<file path="config.mk">
export PLATFORM = sky130hd
export DESIGN_NAME = mem_stage_hs
export DESIGN_NICKNAME = d
export VERILOG_FILES = /design/src/rtl/mem_stage_hs_pkg.sv /design/src/rtl/mem_stage_hs_lane_align.sv /design/src/rtl/mem_stage_hs.sv
export SDC_FILE = /design/constraint.sdc
export NUM_CORES = 1
export LEC_CHECK = 0
export ABC_AREA = 1
export BUFFER_PORTS_ARGS = -buffer_cell sky130_fd_sc_hd__buf_2
export CORE_UTILIZATION = 44
export DETAILED_ROUTE_END_ITERATION = 8
export PLACE_DENSITY = 0.73
export RECOVER_POWER = 100
export SLEW_MARGIN = 25
export SYNTH_ARGS = -nofsm -noshare
export SYNTH_HDL_FRONTEND = slang
export SYNTH_SLANG_ARGS = --single-unit
</file>
<file path="constraint.sdc">
create_clock -name clk -period 6.1 [get_ports clk]
set_input_delay 0.305 -clock clk [delete_from_list [all_inputs] [get_ports clk]]
set_output_delay 0.305 -clock clk [all_outputs]
set_load 0.02 [all_outputs]
</file>
<file path="src/rtl/mem_stage_hs_pkg.sv">
// Shared definitions for the MEM pipeline stage.
//   size_e   : access size encodings (byte/half/word/dword)
//   state_e  : stage FSM states
//   fwd_w    : forwarding bus width {we, waddr, wdata}
//   misaligned : alignment check of an access against its size
package mem_stage_hs_pkg;

  typedef enum logic [1:0] {
    SZ_B = 2'b00,
    SZ_H = 2'b01,
    SZ_W = 2'b10,
    SZ_D = 2'b11
  } size_e;

  typedef enum logic [1:0] {
    ST_IDLE = 2'b00,
    ST_REQ  = 2'b01,
    ST_WAIT = 2'b10
  } state_e;

  function automatic int unsigned fwd_w(input int unsigned rf_aw, input int unsigned data_w);
    return 1 + rf_aw + data_w;
  endfunction

  // A dword access on a 32-bit data path has no legal encoding, so it is
  // rejected like a misaligned access and never reaches memory.
  function automatic logic misaligned(input size_e size, input logic [2:0] alo,
                                      input int unsigned data_w);
    logic m;
    case (size)
      SZ_B:    m = 1'b0;
      SZ_H:    m = alo[0];
      SZ_W:    m = |alo[1:0];
      default: m = (data_w != 64) || (|alo);
    endcase
    return m;
  endfunction

endpackage

</file>
<file path="src/rtl/mem_stage_hs_lane_align.sv">
// mem_lane_align: combinational lane steering for the MEM stage.
//   size, uns, offset : access size, load zero-extend, byte offset in the word
//   st_data           : right-justified store data
//   ld_data           : raw memory read data
//   be                : byte enables shifted to the addressed lanes
//   st_lane           : store data replicated across all lanes
//   ld_ext            : addressed load lane, sign/zero-extended
module mem_lane_align
  import mem_stage_hs_pkg::*;
#(
  parameter int unsigned DATA_W = 32,
  parameter int unsigned NB     = DATA_W / 8,
  parameter int unsigned OFF_W  = $clog2(DATA_W / 8)
) (
  input  size_e              size,
  input  logic               uns,
  input  logic [OFF_W-1:0]   offset,
  input  logic [DATA_W-1:0]  st_data,
  input  logic [DATA_W-1:0]  ld_data,
  output logic [NB-1:0]      be,
  output logic [DATA_W-1:0]  st_lane,
  output logic [DATA_W-1:0]  ld_ext
);

  logic [NB-1:0]     be_base;
  logic [DATA_W-1:0] shifted;
  logic              sign;
  int unsigned       nbytes;
  int unsigned       nbits;

  always_comb begin
    nbytes = 32'd1 << size;
    if (nbytes > NB) nbytes = NB;
    nbits = nbytes * 8;

    be_base = '0;
    for (int unsigned i = 0; i < NB; i++) begin
      be_base[i] = (i < nbytes);
    end
    be = be_base << offset;

    // Replicating the low bytes into every lane puts the data under the
    // enabled byte lanes regardless of offset.
    st_lane = '0;
    for (int unsigned i = 0; i < NB; i++) begin
      case (size)
        SZ_B:    st_lane[i*8 +: 8] = st_data[7:0];
        SZ_H:    st_lane[i*8 +: 8] = st_data[(i % 2)*8 +: 8];
        SZ_W:    st_lane[i*8 +: 8] = st_data[(i % 4)*8 +: 8];
        default: st_lane[i*8 +: 8] = st_data[i*8 +: 8];
      endcase
    end

    shifted = ld_data >> {offset, 3'b000};
    sign    = shifted[nbits-1];
    ld_ext  = '0;
    for (int unsigned j = 0; j < DATA_W; j++) begin
      ld_ext[j] = (j < nbits) ? shifted[j] : (~uns & sign);
    end
  end

endmodule

</file>
<file path="src/rtl/mem_stage_hs.sv">
// mem_stage_hs: MEM pipeline stage between EX and WB for variable-latency
// data memory using a req/gnt + rvalid protocol.
//   in_*    : EX op (valid/ready handshake, in_ready=0 stalls upstream)
//   mem_*   : memory request (req/we/addr/be/wdata, gnt) and response (rvalid/rdata)
//   out_*   : single-cycle WB result pulse, misalign flag
//   fwd_bus : {we, waddr, wdata}, we only while a writing result is valid
//   flush   : squashes the held op; rst is asynchronous, active-high
module mem_stage_hs
  import mem_stage_hs_pkg::*;
#(
  parameter int unsigned DATA_W = 32,
  parameter int unsigned ADDR_W = 32,
  parameter int unsigned RF_AW  = 5,
  parameter int unsigned PC_W   = 32
) (
  input  logic                                clk,
  input  logic                                rst,
  input  logic                                flush,
  input  logic                                in_valid,
  output logic                                in_ready,
  input  logic [PC_W-1:0]                     in_pc,
  input  logic                                in_mem_en,
  input  logic                                in_mem_we,
  input  logic [1:0]                          in_size,
  input  logic                                in_uns,
  input  logic [ADDR_W-1:0]                   in_addr,
  input  logic [DATA_W-1:0]                   in_wdata,
  input  logic                                in_rf_we,
  input  logic [RF_AW-1:0]                    in_rf_waddr,
  input  logic [DATA_W-1:0]                   in_ex_result,
  output logic                                mem_req,
  output logic                                mem_we,
  output logic [ADDR_W-1:0]                   mem_addr,
  output logic [DATA_W/8-1:0]                 mem_be,
  output logic [DATA_W-1:0]                   mem_wdata,
  input  logic                                mem_gnt,
  input  logic                                mem_rvalid,
  input  logic [DATA_W-1:0]                   mem_rdata,
  output logic                                out_valid,
  output logic [PC_W-1:0]                     out_pc,
  output logic                                out_rf_we,
  output logic [RF_AW-1:0]                    out_rf_waddr,
  output logic [DATA_W-1:0]                   out_rf_wdata,
  output logic                                out_misalign,
  output logic [fwd_w(RF_AW, DATA_W)-1:0]     fwd_bus
);

  localparam int unsigned NB    = DATA_W / 8;
  localparam int unsigned OFF_W = $clog2(NB);
  localparam logic [ADDR_W-1:0] ALIGN_MASK = ~ADDR_W'(NB - 1);

  state_e              state_q, state_d;
  logic [PC_W-1:0]     pc_q, pc_d;
  logic                we_q, we_d;
  size_e               size_q, size_d;
  logic                uns_q, uns_d;
  logic [ADDR_W-1:0]   addr_q, addr_d;
  logic [DATA_W-1:0]   wdata_q, wdata_d;
  logic                rf_we_q, rf_we_d;
  logic [RF_AW-1:0]    rf_waddr_q, rf_waddr_d;
  logic                squash_q, squash_d;

  logic                out_valid_q, out_valid_d;
  logic [PC_W-1:0]     out_pc_q, out_pc_d;
  logic                out_rf_we_q, out_rf_we_d;
  logic [RF_AW-1:0]    out_rf_waddr_q, out_rf_waddr_d;
  logic [DATA_W-1:0]   out_rf_wdata_q, out_rf_wdata_d;
  logic                out_misalign_q, out_misalign_d;

  logic [NB-1:0]       lane_be;
  logic [DATA_W-1:0]   lane_wdata;
  logic [DATA_W-1:0]   lane_ld;

  mem_lane_align #(
    .DATA_W (DATA_W)
  ) u_align (
    .size    (size_q),
    .uns     (uns_q),
    .offset  (addr_q[OFF_W-1:0]),
    .st_data (wdata_q),
    .ld_data (mem_rdata),
    .be      (lane_be),
    .st_lane (lane_wdata),
    .ld_ext  (lane_ld)
  );

  always_comb begin
    state_d        = state_q;
    pc_d           = pc_q;
    we_d           = we_q;
    size_d         = size_q;
    uns_d          = uns_q;
    addr_d         = addr_q;
    wdata_d        = wdata_q;
    rf_we_d        = rf_we_q;
    rf_waddr_d     = rf_waddr_q;
    squash_d       = squash_q;
    out_valid_d    = 1'b0;
    out_rf_we_d    = 1'b0;
    out_misalign_d = 1'b0;
    out_pc_d       = out_pc_q;
    out_rf_waddr_d = out_rf_waddr_q;
    out_rf_wdata_d = out_rf_wdata_q;
    in_ready       = 1'b0;
    mem_req        = 1'b0;

    case (state_q)
      ST_IDLE: begin
        in_ready = 1'b1;
        if (in_valid && !flush) begin
          if (!in_mem_en) begin
            out_valid_d    = 1'b1;
            out_pc_d       = in_pc;
            out_rf_we_d    = in_rf_we;
            out_rf_waddr_d = in_rf_waddr;
            out_rf_wdata_d = in_ex_result;
          end else if (misaligned(size_e'(in_size), in_addr[2:0], DATA_W)) begin
            out_valid_d    = 1'b1;
            out_misalign_d = 1'b1;
            out_pc_d       = in_pc;
            out_rf_waddr_d = in_rf_waddr;
            out_rf_wdata_d = '0;
          end else begin
            pc_d       = in_pc;
            we_d       = in_mem_we;
            size_d     = size_e'(in_size);
            uns_d      = in_uns;
            addr_d     = in_addr;
            wdata_d    = in_wdata;
            rf_we_d    = in_rf_we;
            rf_waddr_d = in_rf_waddr;
            squash_d   = 1'b0;
            state_d    = ST_REQ;
          end
        end
      end

      ST_REQ: begin
        mem_req = 1'b1;
        if (mem_gnt) begin
          // Once granted the access is committed; a flush only suppresses the result.
          squash_d = squash_q | flush;
          if (we_q) begin
            out_valid_d    = ~(squash_q | flush);
            out_pc_d       = pc_q;
            out_rf_waddr_d = rf_waddr_q;
            out_rf_wdata_d = '0;
            state_d        = ST_IDLE;
          end else begin
            state_d = ST_WAIT;
          end
        end else if (flush) begin
          state_d = ST_IDLE;
        end
      end

      ST_WAIT: begin
        if (flush) squash_d = 1'b1;
        if (mem_rvalid) begin
          if (!(squash_q || flush)) begin
            out_valid_d    = 1'b1;
            out_pc_d       = pc_q;
            out_rf_we_d    = rf_we_q;
            out_rf_waddr_d = rf_waddr_q;
            out_rf_wdata_d = lane_ld;
          end
          state_d = ST_IDLE;
        end
      end

      default: state_d = ST_IDLE;
    endcase
  end

  always_ff @(posedge clk or posedge rst) begin
    if (rst) begin
      state_q        <= ST_IDLE;
      pc_q           <= '0;
      we_q           <= 1'b0;
      size_q         <= SZ_B;
      uns_q          <= 1'b0;
      addr_q         <= '0;
      wdata_q        <= '0;
      rf_we_q        <= 1'b0;
      rf_waddr_q     <= '0;
      squash_q       <= 1'b0;
      out_valid_q    <= 1'b0;
      out_pc_q       <= '0;
      out_rf_we_q    <= 1'b0;
      out_rf_waddr_q <= '0;
      out_rf_wdata_q <= '0;
      out_misalign_q <= 1'b0;
    end else begin
      state_q        <= state_d;
      pc_q           <= pc_d;
      we_q           <= we_d;
      size_q         <= size_d;
      uns_q          <= uns_d;
      addr_q         <= addr_d;
      wdata_q        <= wdata_d;
      rf_we_q        <= rf_we_d;
      rf_waddr_q     <= rf_waddr_d;
      squash_q       <= squash_d;
      out_valid_q    <= out_valid_d;
      out_pc_q       <= out_pc_d;
      out_rf_we_q    <= out_rf_we_d;
      out_rf_waddr_q <= out_rf_waddr_d;
      out_rf_wdata_q <= out_rf_wdata_d;
      out_misalign_q <= out_misalign_d;
    end
  end

  // Request signals are combinational from state so an async reset drops them at once.
  assign mem_we    = mem_req & we_q;
  assign mem_addr  = mem_req ? (addr_q & ALIGN_MASK) : '0;
  assign mem_be    = mem_req ? lane_be : '0;
  assign mem_wdata = mem_req ? lane_wdata : '0;

  assign out_valid    = out_valid_q;
  assign out_pc       = out_pc_q;
  assign out_rf_we    = out_rf_we_q;
  assign out_rf_waddr = out_rf_waddr_q;
  assign out_rf_wdata = out_rf_wdata_q;
  assign out_misalign = out_misalign_q;
  assign fwd_bus      = {out_valid_q & out_rf_we_q, out_rf_waddr_q, out_rf_wdata_q};

endmodule

</file>
==> results of run 1 <==
==> cell families (layout without fill, tap and decap cells) <==
kind of cell | count (synthesis) | count (layout) | synth area share, %
simple gates | 482 | 482 | 20.1
other cells | 1 | 4 | 0.0394
fa+ha+maj | 7 | 7 | 0.920
flops | 181 | 181 | 47.6
buf+inv | 243 | 529 | 11.9
mux | 61 | 61 | 7.22
compound gates | 217 | 217 | 12.2
==> worst max-delay path, stage by stage, from the launching register on <==
cell	delay (ns)
dfrtp_1	0.37
inv_1	0.10
ha_1	0.31
clkbuf_1	2.08
nand2_1	0.10
inv_1	0.92
a32o_1	0.33
nand2_1	0.06
nand2_1	0.07
==> power by group <==
group	leakage, nW	internal, mW	total [mW]	switching [mW]
logic	3.48	1.02	3.40	2.38
clock network	0.295	0.631	1.14	0.510
registers	2.24	1.77	2.20	0.428
total	6.01	3.43	6.75	3.32
==> final cells by class <==
| class | count | area [sq um] | area share [%] |
|---|---|---|---|
| Sequential cell | 181 | 4530 | 39.5 |
| Multi-Input combinational cell | 769 | 3860 | 33.7 |
| Timing Repair Buffer | 364 | 1610 | 14.1 |
| Inverter | 133 | 499 | 4.36 |
| Clock buffer | 19 | 443 | 3.87 |
| Tap cell | 275 | 344 | 3.00 |
| Clock inverter | 13 | 159 | 1.39 |
| Antenna cell | 2 | 5.00 | 0.0437 |
==> layer usage <==
metal,vias up,share of wire (%)
li1,4283,-
met1,4168,41
met2,381,49
met3,54,6.5
met4,0,2.9
met5,-,0
==> cells in the mapped netlist <==
cell       count
a2111oi_0      1
a21oi_1       72
a31oi_1        2
a32o_1         8
buf_1         10
buf_2         29
buf_4         47
buf_6          1
clkbuf_1      23
clkinv_1       2
conb_1         1
dfrtp_1      181
ha_1           7
inv_1        127
inv_2          4
mux2_2        61
nand2_1      369
nand2_2        1
nand2_4        3
nand3_1       48
nand3_2        1
nand3b_1       1
nand4_1        2
nor2_1        53
nor2_2         1
nor3_1         2
o2111ai_1      1
o21ai_0      119
o21ai_1        5
o21ai_2        2
o21bai_1       7
or2_2          1
==> metrics by stage <==
| stage | instance area, sq um | utilization (%) | std cells | power [mW] |
|---|---|---|---|---|
| floorplan | 9520 | - | 1193 | 4.80 |
| global placement | 11100 | 52.6 | 1721 | 5.68 |
| detailed placement | 11100 | 52.6 | 1721 | 5.76 |
| CTS | 11700 | 55.5 | 1753 | 6.91 |
| global route | 11500 | 54.3 | 1756 | 7.27 |
| finish | 11500 | 54.3 | 1756 | 6.75 |
==> sequential cells by signal (all words and copies together), names as in the netlist, 2 cells and up <==
signal        count
pc_q             32
out_rf_waddr      5
wdata_q          32
size_q            2
out_pc           32
state_q           2
out_rf_wdata     32
addr_q           32
rf_waddr_q        5
==> path summary, 6_finish.rpt <==
check	startpoint	endpoint	slack [ns]	depth (start not counted)
min in group asynchronous	rst	pc_q[15]$_DFFE_PP0P_	1.43	2
max in group asynchronous	rst	out_rf_wdata[12]$_DFFE_PP0P_	2.32	2
worst max-delay path	state_q[0]$_DFFE_PP0P_	out_rf_wdata[3]$_DFFE_PP0P_	1.69	8
worst max register to register	state_q[0]$_DFFE_PP0P_	out_rf_wdata[3]$_DFFE_PP0P_	1.69	8
worst min-delay path	in_addr[19]	addr_q[19]$_DFFE_PP0P_	0.11	2
worst min register to register	pc_q[26]$_DFFE_PP0P_	pc_q[26]$_DFFE_PP0P_	0.49	2
==> results_dict.tcl, run 1 <==
set metrics [dict create \
    status "complete, but fails checks" \
    violations "capacitance limit, slew limit" \
    grt_pass1_vias 8325 \
    finalHoldViolCount 0 \
    slew_headroom_pct -177 \
    wirelength_um 27800 \
    dieArea_sq_um 22200 \
    period_share_pct 72.3 \
    nFillCells 2158 \
    slew_violations 303 \
    worstSetupPathType "flop to flop" \
    cap_violations 4 \
    dpl.hpwl_um 19800 \
    grtUsageMet2_pct 40.4 \
    viasPerCell 5.06 \
    wl_per_cell_um 15.8 \
    fin_nets 1650 \
    initial_core_util_pct 45.1 \
    syn_to_final_growth_pct 20.4 \
    arrival_ns 4.77 \
    ioPinCount 358 \
    cts_resized 0 \
    synth.area.top_cells "dfrtp_1 (48%), nand2_1 (15%), mux2_2 (7.2%), o21ai_0 (6.3%), inv_1 (5.0%)" \
    netlist.area_leader.share_pct 47.6 \
    leakage_nw 6.01 \
    core-area_sq_um 21100 \
    grt_pass1_wl_um 42700 \
    die_width_um 149 \
    fin_hold_ws_ns 0.106 \
    hold_path_class "input pin to flop" \
    synth_area_per_cell_sq_um 7.98 \
    clock_latency_ns 0.42 \
    place.gp.congestion 0.905 \
    ant_nets 0 \
    ys_warn_count 0 \
    fin_setup_tns_ns 0 \
    clk_pin_slew_ns 0.07 \
    overflow 0 \
    cts_buffer_depth 2 \
    setup_viol 0 \
    antenna_found_initial 2 \
    route.detailed.drc 0 \
    die_h_um 149 \
    mostFrequentLayoutCell "nand2_1" \
    numCtsBuffers 17 \
    pre_cts_ws_ns 2.59 \
    setup_ws_ns 1.69 \
    holdBufCountCts 0 \
    use_met3_pct 3.94 \
    required_ns 6.46 \
    setup.worst_path.start_class "flop" \
    root_buffer "clkbuf_16" \
    finalCriticalPeriod_ns 4.41 \
    synthesis.area_sq_um 9520 \
    ys_ff_latch 181 \
    end_kind "flop" \
    powerDensity_nw_per_um2 589 \
    grt_use_met1_pct 32.2 \
    ys_types 32 \
    drive_above_1_share_pct 19.4 \
    max_freq_mhz 227 \
    dr.pass1.iters 7 \
    synthCells 1192 \
    seq_area_frac_synth_pct 47.6 \
    clock-sinks 181 \
    htreeDepth 4 \
    rsz0062_at_grt "false" \
    grt_use_total_pct 24.7 \
    io_buffers 355 \
    synth_area_leader_cell "dfrtp_1" \
    grt_max_degree 106 \
    vias 8886 \
    tightest_slew_ns 4.15 \
    drtIter0Drc 662 \
    final_cell_mix "nand2_1 (369), clkbuf_1 (182), dfrtp_1 (181)" \
    irDropWorstVdd_uv 239 \
    grt-busiest-layer "met2" \
    post_cts_buffers 0 \
    rows 53 \
    finClkSkew_ns 0.0153 \
    cp_max_fo 77 \
    cts_tree "done" \
]
Power figures use the tool's default switching activity.
==> inputs of run 2 (changes only) <==
Clock period 6.1 ns to 4.4 ns, I/O delays scaled along.
==> run 2 against run 1 <==
Compared with the run above:
- worst hold slack got worse by 0.093 ns
- largest cell class unchanged
- final cell count grew 1.4%
- largest power group unchanged
- first-iteration DRC count down 19%
- highest routed layer unchanged
- die area did not move
- non-clock buffer count rose by 25
- the flow still finishes with violations (capacitance limit, slew limit)
- worst setup slack worse by 0.87 ns
- register-to-register slack worse by 0.80 ns
- cell area up 1.6%
- power up 39%
==> results_dict.tcl, run 2 (synthesis gave the netlist of run 1 again) <==
set metrics [dict create \
    syn_to_final_growth_pct 22.3 \
    drive_above_1_share_pct 19.5 \
    arrival_ns 3.36 \
    combPwrFrac_pct 51.6 \
    required_ns 4.18 \
    grt_pass1_wl_um 43700 \
    grt_max_degree 78 \
    tightest_slew_ns 2.01 \
    grt_pass1_vias 8600 \
    maxUsedRoutingLayer "met4" \
    path_cells "inv_1 -> nand2_1 -> ha_1 -> nand2_1 -> a21oi_1 -> a2111oi_0 -> clkbuf_1" \
    setup_viol 0 \
    p_int_mw 4.71 \
    min_from "in_wdata[11]" \
    drtIter0Drc 538 \
    hold_depth 2 \
    clk_pin_slew_ns 0.07 \
    dieArea_sq_um 22200 \
    vias 9046 \
    cts_buffer_depth 2 \
    cap_violations 4 \
    io_buffers 355 \
    hold_path_class "input pin to flop" \
    finClkSkew_ns 0.0111 \
    final_cell_mix "nand2_1 (369), clkbuf_1 (184), dfrtp_1 (181)" \
    worstSetupPathType "flop to output pin" \
    irDropWorstVdd_uv 450 \
    fin_nets 1675 \
    wirelength_um 28400 \
    rows 53 \
    ioPinCount 358 \
    post_cts_buffers 0 \
    core-area_sq_um 21100 \
    htreeDepth 4 \
    met2_length_um 14000 \
    slew_violations 249 \
    max_freq_mhz 280 \
    ff2ff_path_depth 7 \
    clock-sinks 181 \
    finalCriticalPeriod_ns 3.58 \
    wl_met3_um 1870 \
    cp_slowest_cell "a2111oi_0" \
    antenna_found_initial 2 \
    setup.worst_path.start_class "flop" \
    numCtsBuffers 17 \
    die_width_um 149 \
    powerDensity_nw_per_um2 803 \
    cp_max_fo 22 \
    status "complete, but fails checks" \
    finalHoldViolCount 0 \
    crit_top_cell "nand2_1" \
    overflow 0 \
    drt-met1-wl_um 11400 \
    viasPerCell 5.08 \
    dpl.hpwl_um 20200 \
    cpPeakStageDelay_ns 0.64 \
    rsz0062_at_grt "false" \
    crit_start "size_q[1]$_DFFE_PP0P_" \
    period_share_pct 81.3 \
    initial_core_util_pct 45.1 \
    pwr-share-seq_pct 32.1 \
    wl_per_cell_um 15.9 \
    place.gp.congestion 0.875 \
    slew_headroom_pct -34.3 \
    route.detailed.drc 0 \
    cts_resized 0 \
    swShare_pct 49.6 \
    holdBufCountCts 1 \
    leakage_nw 6.08 \
    die_h_um 149 \
    clock_latency_ns 0.44 \
    violations "capacitance limit, slew limit" \
    grt_use_total_pct 25.3 \
    clockPowerShare_pct 16.3 \
    setup_ws_ns 0.825 \
    ant_nets 0 \
    p_sw_mw 4.64 \
    end_kind "output pin" \
    root_buffer "clkbuf_16" \
    fin_setup_tns_ns 0 \
    mostFrequentLayoutCell "nand2_1" \
    pre_cts_ws_ns 1.57 \
    dr.pass1.iters 5 \
    cts_tree "done" \
    r2r_start "state_q[1]$_DFFE_PP0P_" \
]
-- run 2: cell types whose count changed in the layout (fill, tap and decap cells not counted), moves of 2 or more --
| cell | previous run | this run |
|---|---|---|
| clkbuf_2 | 0 | 6 |
| inv_6 | 5 | 3 |
| dlygate4sd3_1 | 0 | 18 |
| buf_4 | 5 | 7 |
| clkinvlp_4 | 1 | 3 |
| clkbuf_1 | 182 | 184 |
| inv_1 | 128 | 126 |
-- run 2: stage by stage --
| stage | instances | instance area, sq um | util (%) | hold slack [ns] | power, mW |
|---|---|---|---|---|---|
| detailed placement | 1728 | 11200 | 52.9 | 0.455 | 8.02 |
| floorplan | 1193 | 9530 | - | 0.362 | 6.65 |
| finish | 1781 | 11600 | 55.2 | 0.0131 | 9.34 |
| CTS | 1761 | 11700 | 55.7 | 0.000499 | 9.59 |
| global route | 1781 | 11600 | 55.2 | 0.000351 | 10.1 |
| global placement | 1728 | 11200 | 52.9 | 0.452 | 7.92 |
-- run 2: final timing paths --
path | slack, ns | to
hold / removal | 0.01 | wdata_q[11]$_DFFE_PP0P_
hold reg to reg | 0.48 | out_pc[5]$_DFFE_PP0P_
min in group asynchronous | 0.34 | out_rf_wdata[4]$_DFFE_PP0P_
setup reg to reg | 0.89 | pc_q[7]$_DFFE_PP0P_
setup / recovery | 0.82 | mem_be[2]
max in group asynchronous | 1.51 | pc_q[18]$_DFFE_PP0P_
-- run 2: layout make-up --
class,count,area (sq um)
multi-input combinational,769,3860
fill,2091,9450
clock buffer,20,437
antenna,2,5.00
sequential,181,4530
timing repair buffer,389,1830
inverter,133,500
tap,275,344
clock inverter,12,138
-- run 2: routing by layer --
| metal | global-route usage, % | vias up |
|---|---|---|
| met5 | 0 | - |
| met4 | 10.9 | 0 |
| met3 | 5.02 | 73 |
| met2 | 42.5 | 390 |
| met1 | 31.7 | 4243 |
| li1 | - | 4340 |
-- run 2: worst max-delay path: cells and delay by family, from the launching register on --
family,cells,cell delay (ns)
fa+ha+maj,1,0.53
compound gates,2,0.71
buf+inv,2,0.63
simple gates,2,0.66
flops,1,0.38
-- run 2: power by group through the flow --
stage | Clock (mW) | Combinational (mW) | Sequential [mW]
2_1_floorplan | 0 | 3.43 | 3.22
3_3_place_gp | 0 | 4.94 | 2.98
3_5_place_dp | 0 | 5.02 | 3.00
4_1_cts | 1.56 | 5.04 | 2.98
5_1_grt | 1.62 | 5.36 | 3.09
6_report | 1.52 | 4.83 | 3.00
